==> config.mk <==
export PLATFORM = sky130hd
export DESIGN_NAME = traffic_light_multi
export DESIGN_NICKNAME = d
export VERILOG_FILES = /design/src/rtl/traffic_pkg.sv /design/src/rtl/traffic_rr_arb.sv /design/src/rtl/traffic_light_multi.sv
export SDC_FILE = /design/constraint.sdc
export NUM_CORES = 1
export LEC_CHECK = 0
export ABC_AREA = 1
export CAP_MARGIN = 20
export CORE_MARGIN = 3
export CORE_UTILIZATION = 30
export CTS_BUF_LIST = sky130_fd_sc_hd__clkbuf_2 sky130_fd_sc_hd__clkbuf_4 sky130_fd_sc_hd__clkbuf_8
export DETAILED_ROUTE_END_ITERATION = 6
export PLACE_DENSITY = 0.6
export SYNTH_ARGS = -nofsm -noshare
export SYNTH_HDL_FRONTEND = slang
export SYNTH_SLANG_ARGS = --single-unit
==> constraint.sdc <==
create_clock -name clk -period 1.95 [get_ports clk]
set_clock_uncertainty 0.05 [all_clocks]
set_input_delay 0.4875 -clock clk [delete_from_list [all_inputs] [get_ports clk]]
set_output_delay 0.4875 -clock clk [all_outputs]
set_load 0.01 [all_outputs]
==> src/rtl/traffic_pkg.sv <==
// Shared types and constants for the multi-approach traffic light controller.
package traffic_pkg;

    typedef enum logic [2:0] {
        HWY_GRN     = 3'd0,
        HWY_YEL     = 3'd1,
        CLR_TO_SIDE = 3'd2,
        SIDE_GRN    = 3'd3,
        SIDE_YEL    = 3'd4,
        CLR_TO_HWY  = 3'd5
    } state_t;

    localparam logic [2:0] LIGHT_GRN = 3'b001;
    localparam logic [2:0] LIGHT_YEL = 3'b010;
    localparam logic [2:0] LIGHT_RED = 3'b100;

    // Width of a side index; a single side still needs one bit.
    function automatic int side_w(input int n);
        if (n <= 1) begin
            return 1;
        end else begin
            return $clog2(n);
        end
    endfunction

endpackage

==> src/rtl/traffic_rr_arb.sv <==
// Combinational round-robin pick: first requesting side at or after the pointer, wrapping.
module traffic_rr_arb
    import traffic_pkg::*;
#(
    parameter int NUM_SIDE = 2,
    parameter int SW       = side_w(NUM_SIDE)
) (
    input  logic [NUM_SIDE-1:0] req,
    input  logic [SW-1:0]       ptr,
    output logic [SW-1:0]       winner,
    output logic                valid
);

    // Scan from the pointer and take the first pending index.
    always_comb begin
        int idx;
        idx    = 0;
        winner = {SW{1'b0}};
        valid  = 1'b0;
        for (int k = 0; k < NUM_SIDE; k++) begin
            idx = int'(ptr) + k;
            if (idx >= NUM_SIDE) begin
                idx = idx - NUM_SIDE;
            end else begin
                idx = idx;
            end
            if (!valid && req[idx]) begin
                valid  = 1'b1;
                winner = idx[SW-1:0];
            end else begin
                valid  = valid;
                winner = winner;
            end
        end
    end

endmodule

==> src/rtl/traffic_light_multi.sv <==
// Highway plus NUM_SIDE side roads, round-robin side service with yellow/all-red between phases.
// Optional emergency preemption is enabled by defining TRAFFIC_PREEMPT_EN.
module traffic_light_multi
    import traffic_pkg::*;
#(
    parameter int NUM_SIDE     = 2,
    parameter int CNT_W        = 8,
    parameter int YEL_HOLD     = 3,
    parameter int RED_CLR      = 1,
    parameter int HWY_GRN_MIN  = 5,
    parameter int SIDE_GRN_MIN = 4,
    parameter int SIDE_GRN_MAX = 10
) (
    input  logic                            clk,
    input  logic                            rst,
    input  logic [NUM_SIDE-1:0]             sensor,
`ifdef TRAFFIC_PREEMPT_EN
    input  logic                            preempt,
`endif
    output logic [2:0]                      light_highway,
    output logic [3*NUM_SIDE-1:0]           light_side,
    output logic [side_w(NUM_SIDE)-1:0]     active_side,
    output logic [NUM_SIDE-1:0]             req_pending
);

    localparam int SW = side_w(NUM_SIDE);

    localparam logic [CNT_W-1:0] CNT_MAX    = {CNT_W{1'b1}};
    localparam logic [CNT_W-1:0] HWY_MIN_C  = CNT_W'(HWY_GRN_MIN);
    localparam logic [CNT_W-1:0] YEL_C      = CNT_W'(YEL_HOLD);
    localparam logic [CNT_W-1:0] RED_C      = CNT_W'(RED_CLR);
    localparam logic [CNT_W-1:0] SIDE_MIN_C = CNT_W'(SIDE_GRN_MIN);
    localparam logic [CNT_W-1:0] SIDE_MAX_C = CNT_W'(SIDE_GRN_MAX);
    localparam logic [SW-1:0]    LAST_SIDE  = SW'(NUM_SIDE - 1);

    state_t                state_q, state_d;
    logic [CNT_W-1:0]      cnt_q, cnt_d;
    logic [NUM_SIDE-1:0]   req_q, req_d;
    logic [SW-1:0]         active_q, active_d;
    logic [SW-1:0]         ptr_q, ptr_d;
    logic                  cnt_rst;
    logic                  pre_act;
    logic [SW-1:0]         rr_win;
    logic                  rr_valid;

`ifdef TRAFFIC_PREEMPT_EN
    assign pre_act = preempt;
`else
    assign pre_act = 1'b0;
`endif

    traffic_rr_arb #(
        .NUM_SIDE (NUM_SIDE),
        .SW       (SW)
    ) u_rr_arb (
        .req    (req_q),
        .ptr    (ptr_q),
        .winner (rr_win),
        .valid  (rr_valid)
    );

    // Phase sequencing; clearance phases hold with a restarted counter while preempted.
    always_comb begin
        state_d = state_q;
        cnt_rst = 1'b0;
        case (state_q)
            HWY_GRN: begin
                if (pre_act || ((|req_q) && (cnt_q >= HWY_MIN_C))) state_d = HWY_YEL;
                else state_d = HWY_GRN;
            end
            HWY_YEL: begin
                if (cnt_q >= YEL_C) state_d = CLR_TO_SIDE;
                else state_d = HWY_YEL;
            end
            CLR_TO_SIDE: begin
                if (pre_act) cnt_rst = 1'b1;
                else if (cnt_q >= RED_C) state_d = SIDE_GRN;
                else state_d = CLR_TO_SIDE;
            end
            SIDE_GRN: begin
                if (pre_act || (cnt_q >= SIDE_MAX_C) ||
                    (!sensor[active_q] && (cnt_q >= SIDE_MIN_C))) state_d = SIDE_YEL;
                else state_d = SIDE_GRN;
            end
            SIDE_YEL: begin
                if (cnt_q >= YEL_C) state_d = CLR_TO_HWY;
                else state_d = SIDE_YEL;
            end
            CLR_TO_HWY: begin
                if (pre_act) cnt_rst = 1'b1;
                else if (cnt_q >= RED_C) state_d = HWY_GRN;
                else state_d = CLR_TO_HWY;
            end
            default: begin
                state_d = HWY_GRN;
            end
        endcase

        if ((state_d != state_q) || cnt_rst) cnt_d = {CNT_W{1'b0}};
        else if (cnt_q == CNT_MAX) cnt_d = cnt_q;
        else cnt_d = cnt_q + CNT_W'(1);
    end

    // Grant bookkeeping: winner is captured as the highway starts yielding.
    always_comb begin
        active_d = active_q;
        ptr_d    = ptr_q;
        if ((state_q == HWY_GRN) && (state_d == HWY_YEL) && rr_valid) begin
            active_d = rr_win;
            if (rr_win == LAST_SIDE) ptr_d = {SW{1'b0}};
            else ptr_d = rr_win + SW'(1);
        end else begin
            active_d = active_q;
            ptr_d    = ptr_q;
        end

        req_d = req_q;
        for (int i = 0; i < NUM_SIDE; i++) begin
            if ((state_q == SIDE_GRN) && (active_q == SW'(i))) req_d[i] = 1'b0;
            else req_d[i] = req_q[i] | sensor[i];
        end
    end

    // State, counter and request registers.
    always_ff @(posedge clk or posedge rst) begin
        if (rst) begin
            state_q  <= HWY_GRN;
            cnt_q    <= {CNT_W{1'b0}};
            req_q    <= {NUM_SIDE{1'b0}};
            active_q <= {SW{1'b0}};
            ptr_q    <= {SW{1'b0}};
        end else begin
            state_q  <= state_d;
            cnt_q    <= cnt_d;
            req_q    <= req_d;
            active_q <= active_d;
            ptr_q    <= ptr_d;
        end
    end

    // Light decode straight from state so reset shows safe lights in the same cycle.
    always_comb begin
        logic [2:0] side_lamp;
        light_highway = LIGHT_RED;
        side_lamp     = LIGHT_RED;
        case (state_q)
            HWY_GRN:     light_highway = LIGHT_GRN;
            HWY_YEL:     light_highway = LIGHT_YEL;
            CLR_TO_SIDE: light_highway = LIGHT_RED;
            SIDE_GRN:    side_lamp     = LIGHT_GRN;
            SIDE_YEL:    side_lamp     = LIGHT_YEL;
            CLR_TO_HWY:  light_highway = LIGHT_RED;
            default:     light_highway = LIGHT_GRN;
        endcase
        light_side = {NUM_SIDE{LIGHT_RED}};
        for (int i = 0; i < NUM_SIDE; i++) begin
            if (active_q == SW'(i)) light_side[3*i +: 3] = side_lamp;
            else light_side[3*i +: 3] = LIGHT_RED;
        end
    end

    assign active_side = active_q;
    assign req_pending = req_q;

endmodule
# Yosys cells after proc, flatten, opt, wreduce, memory -nomap -nowiden
# Index checks and enable logic that the tools add are counted.
[totals] register_bits=15 in_bits=4
[op_classes] addsub=5 n_lt_le_gt_ge=10 n_eq_ne=9 mux=30 n_bitwise=3 reduce_logical=13
[ops] operator="$lt 32x3->1 const B" count=2
[ops] operator="$mux 32" count=2
[ops] operator="$ge 32x3->1 const B" count=1
[ops] operator="$sub 32x3->32 const B" count=1
[ops] operator="$mux 1" count=18
[ops] operator="$pmux 3 s6" count=1
[ops] operator="$ge 8x3->1 const B" count=2
[ops] operator="$mux 8" count=2
[ops] operator="$mux 3" count=4
[ops] operator="$pmux 3 s2" count=2
[ops] operator="$add 8x1->8 const B" count=1
[ops] operator="$eq 8x8->1 const B" count=1
[ops] operator="$ge 8x1->1 const B" count=1
[ops] operator="$ge 8x2->1 const B" count=1
[ops] operator="$ge 8x4->1 const B" count=1
[ops] operator="$logic_and 1x1->1" count=7
[ops] operator="$eq 3x1->1 const B" count=2
[ops] operator="$eq 3x2->1 const B" count=2
[ops] operator="$eq 3x3->1 const B" count=2
[ops] operator="$reduce_or 4->1" count=1
[ops] operator="$logic_not 3->1" count=1
[ops] operator="$ne 3x3->1" count=1
[ops] operator="$sub 1x2->3 const B" count=1
[ops] operator="$add 1x1->2 const B" count=1
[ops] operator="10 further kinds" count=12

# Logic depth before layout (Yosys ltp)
# Gate-level depths: netlist of the first run.
[depth] ltp_word=11 ltp_mapped=12 depth_no_buf=12

# By module
# From an unflattened synthesis of the first run, not the netlist that was laid out.
[hier_totals] hier_cells=160 area_unflattened_um2=1124.8
[modules_own_cells] mod="traffic_light_multi" n_inst=1 cells_each=156 area_per_inst_um2=1106.1
[modules_own_cells] mod="traffic_rr_arb" n_inst=1 cells_each=4 area_per_inst_um2=18.8

# Worst setup path before layout of the first run
# Ideal clock, no wire load.
[synth_timing] path_kind="flip-flop to flip-flop" from="reg cnt_q[1]" to="reg cnt_q[0]" arrival_time_ns=1.512 required_time_ns=1.829 setup_slack_ns=0.317 stages_incl_launch_ff=13 path_buffers=0 synth_period_minus_slack_ns=1.633 path_cell_list="dfrtp_1 > inv_1 > ha_1 > inv_1 > nor2_1 > nor2_1 > nor2_2 > nor2_2 > nor2_4 > nand2_2 > nand2_2 > nand3_4 > nor2_2"
[synth_via] elab_chain_len=7 elab_cells_between_ends=19 classes_between="order compare: 5; eq/ne: 3; mux: 8; reduce/logical: 3"
[synth_rtl] item="from (decl)" line_no="traffic_light_multi.sv:37" text="logic [CNT_W-1:0] cnt_q, cnt_d;"
[synth_rtl] item="from (signal assigned)" line_no="traffic_light_multi.sv:128" text="cnt_q <= {CNT_W{1'b0}};"
[synth_rtl] item="from (signal assigned)" line_no="traffic_light_multi.sv:134" text="cnt_q <= cnt_d;"
[synth_rtl] item="$ge 8x3->1" line_no="traffic_light_multi.sv:82" text="(!sensor[active_q] && (cnt_q >= SIDE_MIN_C))) state_d = SIDE_YEL;"
[synth_rtl] item="$logic_and 1x1->1" line_no="traffic_light_multi.sv:82"
[synth_rtl] item="$logic_or 1x1->1" line_no="traffic_light_multi.sv:81" text="if (pre_act || (cnt_q >= SIDE_MAX_C) ||"
[synth_rtl] item="$mux 3" line_no="traffic_light_multi.sv:81"
[synth_rtl] item="$pmux 3 s6 (*)" line_no="traffic_light_multi.sv:66" text="case (state_q)"
[synth_rtl] item="net state_d[0]" line_no="traffic_light_multi.sv:36" text="state_t state_q, state_d;"
[synth_rtl] item="$ne 3x3->1 (*)" line_no="traffic_light_multi.sv:99" text="if ((state_d != state_q) || cnt_rst) cnt_d = {CNT_W{1'b0}};"
[synth_rtl] item="$ne 2x2->1 (no line) / $mux 8 (equally long branches)"
# Mark *: on every way through the listed nets, which the timed path passes. The rest lies on a longest branch.
# A chain may end at the register's enable or synchronous reset.

# Final worst setup path of the first run
[layout_timing] from="reg state_q[1]" to="out light_highway[0]"
[layout_via] elab_chain_len=3 elab_cells_between_ends=7 classes_between="eq/ne: 5; mux: 1; reduce/logical: 1"
[layout_rtl] item="from (decl)" line_no="traffic_light_multi.sv:36"
[layout_rtl] item="from (signal assigned)" line_no="traffic_light_multi.sv:133" text="state_q <= state_d;"
[layout_rtl] item="$eq 3x2->1 / $eq 3x3->1 (equally long branches)" line_no="traffic_light_multi.sv:146" text="case (state_q)"
[layout_rtl] item="$reduce_or 4->1 (no line)"
[layout_rtl] item="$pmux 3 s2 (*)" line_no="traffic_light_multi.sv:146"
[layout_rtl] item="to (decl)" line_no="traffic_light_multi.sv:20" text="output logic [2:0] light_highway,"
# Every way passes the cells marked *; elsewhere a longest branch is shown, timed or not.

==> key figures, run 1 <==
Synth
  – Simple-gate share of the synthesized area: between 40 and 50%
  – Main combinational cell family by area after synthesis: simple AND/OR/NAND/NOR gates
  – Async S/R FF share, synth: 100%
  – Synth top cells by count: 19 x nand2_1, 18 x nor2_1, 16 x inv_1
  – Synth Warn #: 0
  – Syn avg cell area: a little under 8 sq um
  – Cell taking the most area after synthesis: dfrtp_1
  – Synth top area share: roughly a third
  – Post-synth EDFFs: 0
  – Synth Flop Type: dfrtp_1
  – Synth Instances: 143
  – Compound-gate portion of the synthesized area: under 10%
  – Post-Syn Area: roughly 1100 sq um
  – Post-synthesis cell type count: 28
  – Synth Area in XOR/XNOR: under 10%
  – Ranking of synthesized cells by area: dfrtp_1 33%, nor2_2 7.8%, nor2_4 7.0%, nand2_1 6.3%, nor2_1 6.0%
  – Register area share after synthesis: 33.3%
  – Post-synthesis mux area share: 0%
  – FF+latch count, synth: 15
  – Post-Syn Nets: around 150
  – Post-synthesis adder-cell area fraction: under 10%
  – Most common cell in the netlist: nand2_1

STA
  – Fin. max-slew vios: 0
  – RSZ-0062 raised after global routing: yes
  – Final setup fails: 0
  – Slew margin rel.: between 50 and 60%
  – Worst-Margin Slew: approximately 0.6 ns
  – Final hold vios: 0
  – Fin crit share: a little over nine tenths
  – Max Clk Rate: approximately 520 MHz
  – Setup TNS: 0 ns
  – Final min period: around 1.9 ns
  – Hold Slack: 0.459 ns

Worst setup path
  – Top cell by count, worst path: buf_6
  – Largest driver fanout on the critical path: 3
  – Worst R2R End: cnt_q[3]
  – Critical path startpoint category: flip-flop
  – Register-to-register setup slack: ~0.18 ns
  – CP Data Arrival Time: approximately 1.4 ns
  – Setup crit end kind: output pin
  – Setup crit start: state_q[1]
  – RR Startpoint: state_q[1]
  – Worst path required time: 1.41 ns
  – Biggest cell delay along the critical path: 0.41 ns
  – Worst setup path class: flip-flop to output pin
  – Worst path cell trace: buf_6 -> nor3_4 -> inv_2 -> buf_6 -> nand3b_1 -> nor2_1 -> buf_2
  – Slowest CP cell: dfrtp_1
  – Reg2reg path depth: 9

Final layout
  – Seq. cell area: around 380 sq um
  – Layout Nets: 186
  – Fraction of layout cells with a size suffix above 1: a little over two fifths
  – Area occupied by multi-input gates: between 600 and 700 sq um
  – Fill cells: between 300 and 400
  – Post-route cell area: roughly 1500 sq um
  – N_diodes: 0
  – Synthesis-to-finish area growth: 33.6%
  – Finished Core Util: a little over two fifths

Routing
  – Post-DR wirelength/cell: ~11 microns
  – Final wirelength: about 2500 microns
  – Post-route DRC violation count: 0
  – Routed Antenna Nets: 0
  – Vias: ~980
  – DR pass1 iterations: 4
  – Initial DRC count: 18
  – Post-DR vias/cell: roughly 4.4

Clock network
  – CTS Sinks: 15
  – Max Buffers Root-to-Sink: 2
  – TritonCTS buffer count: 3
  – Clk_lat worst skew: ~0.25 ns
  – Reg clk slew, reported paths: approximately 0.07 ns
  – CTS H-tree lvls: 1
  – CTS Root Cell: clkbuf_8
  – CTS tree: yes

Die
  – Die Span X: between 60 and 70 microns
  – # rows: 21
  – Die Footprint: around 4500 sq um
  – IO Count: 16
  – Initial Utilization: roughly 33%
  – Die Height: ~67 microns
  – Core Area: ~3500 sq um

Power and ir drop
  – Leakage: 0.716 nW
  – Maximum VDD drop: about 0.57 mV
  – PD cells: 1130 nW/um^2
  – Power Total: ~0.0017 W

Hold path
  – Hold Startpoint: ptr_q
  – Depth of the worst hold-timing path: 2
  – Hold EP: ptr_q
  – Worst min path class: flip-flop to flip-flop

Global route
  – First-pass GRT wire length: approximately 4100 microns
  – Vias in the first global route: approximately 960
  – Total grt overflow: 0
  – Total track usage: ~12%
  – Initial antenna violation count: 0
  – Pin count of the biggest net entering global routing: 16

Placement
  – Port bufs: 15
  – Hpwl dp: about 1900 microns
  – Placed Area: approximately 1400 sq um
  – Placer Congestion: between 0.8 and 0.9

Run
  – MaxCap Viol Count: 0

Outcome
  – Status: complete, no violations
==> cells by family after synthesis <==
family,count (synthesis)
compound gates,13
xor+xnor,3
fa+ha+maj,4
buf+inv,24
flops,15
simple gates,84
==> state kept, by name (all words and copies together) (netlist names) <==
register,count
req_pending,2
state_q,3
cnt_q,8
ptr_q,1
active_side,1
==> worst max-delay path, delay by kind of cell (launching register included) <==
kind                   cells  cell delay [ns]
and+or+nand+nor            3             0.24
DFF                        1             0.41
buffers and inverters      4             0.48
==> stage by stage <==
step / worst slack (ns) / cells
5_1_grt: -0.0535 / 223
4_1_cts: -0.127 / 218
3_5_place_dp: -0.0307 / 210
6_report: 0.0294 / 223
3_3_place_gp: -0.00292 / 210
2_1_floorplan: 0.317 / 143
==> worst max-delay path by stage <==
stage	end	slack, ns	cells after the start
after floorplan	cnt_q[0]	0.32	12
after global placement	light_side[0]	-0.003	3
after detailed placement	light_side[1]	-0.03	4
after CTS	light_side[2]	-0.13	6
after global routing	light_highway[0]	-0.05	7
final	light_highway[0]	0.03	7
==> layout make-up <==
cell class / instances / area share, %
Multi-Input combinational cell: 104 / 45.6
Inverter: 22 / 5.48
Sequential cell: 15 / 25.0
Tap cell: 46 / 3.82
Clock inverter: 1 / 0.332
Timing Repair Buffer: 32 / 17.0
Clock buffer: 3 / 2.74
==> power breakdown <==
| part | internal, W | switching (W) |
|---|---|---|
| sequential | 0.000376 | 0.0000814 |
| combinational | 0.000435 | 0.000553 |
| clock | 0.000141 | 0.000112 |
| total | 0.000953 | 0.000746 |
==> cells in the final DEF, fill, tap and decap left out, types with 4 or more instances in the layout <==
cell and n:
buf_4 15, nor2_4 9, inv_1 14, inv_2 8
dfrtp_1 14, nor2_1 14, o21ai_0 7, clkdlybuf4s50_1 6
ha_1 4, nand3_1 7, nand2_1 19, nand2_2 6
nor2_2 16
==> layer usage <==
metal / up-vias / share of wire (%) / track usage [%]
li1: 522 / - / -
met1: 435 / 45 / 14.9
met2: 17 / 48 / 20.1
met3: 4 / 5.1 / 2.33
met4: 0 / 1.7 / 5.57
met5: - / 0 / 0
==> timing repair <==
action,4_1_cts,5_1_grt
buffers inserted,4,5
endpoints found under the setup margin,9,13
gates resized for setup,18,18
pin swaps,1,3
hold buffers,0,0
(Power assumes the default switching activity.)
==> run 2: changes to the inputs <==
Settings changed: CTS_CLUSTER_SIZE set to 16.
==> results of run 2 <==
The final DEF is identical to that of run 1; final timing and power are the same.
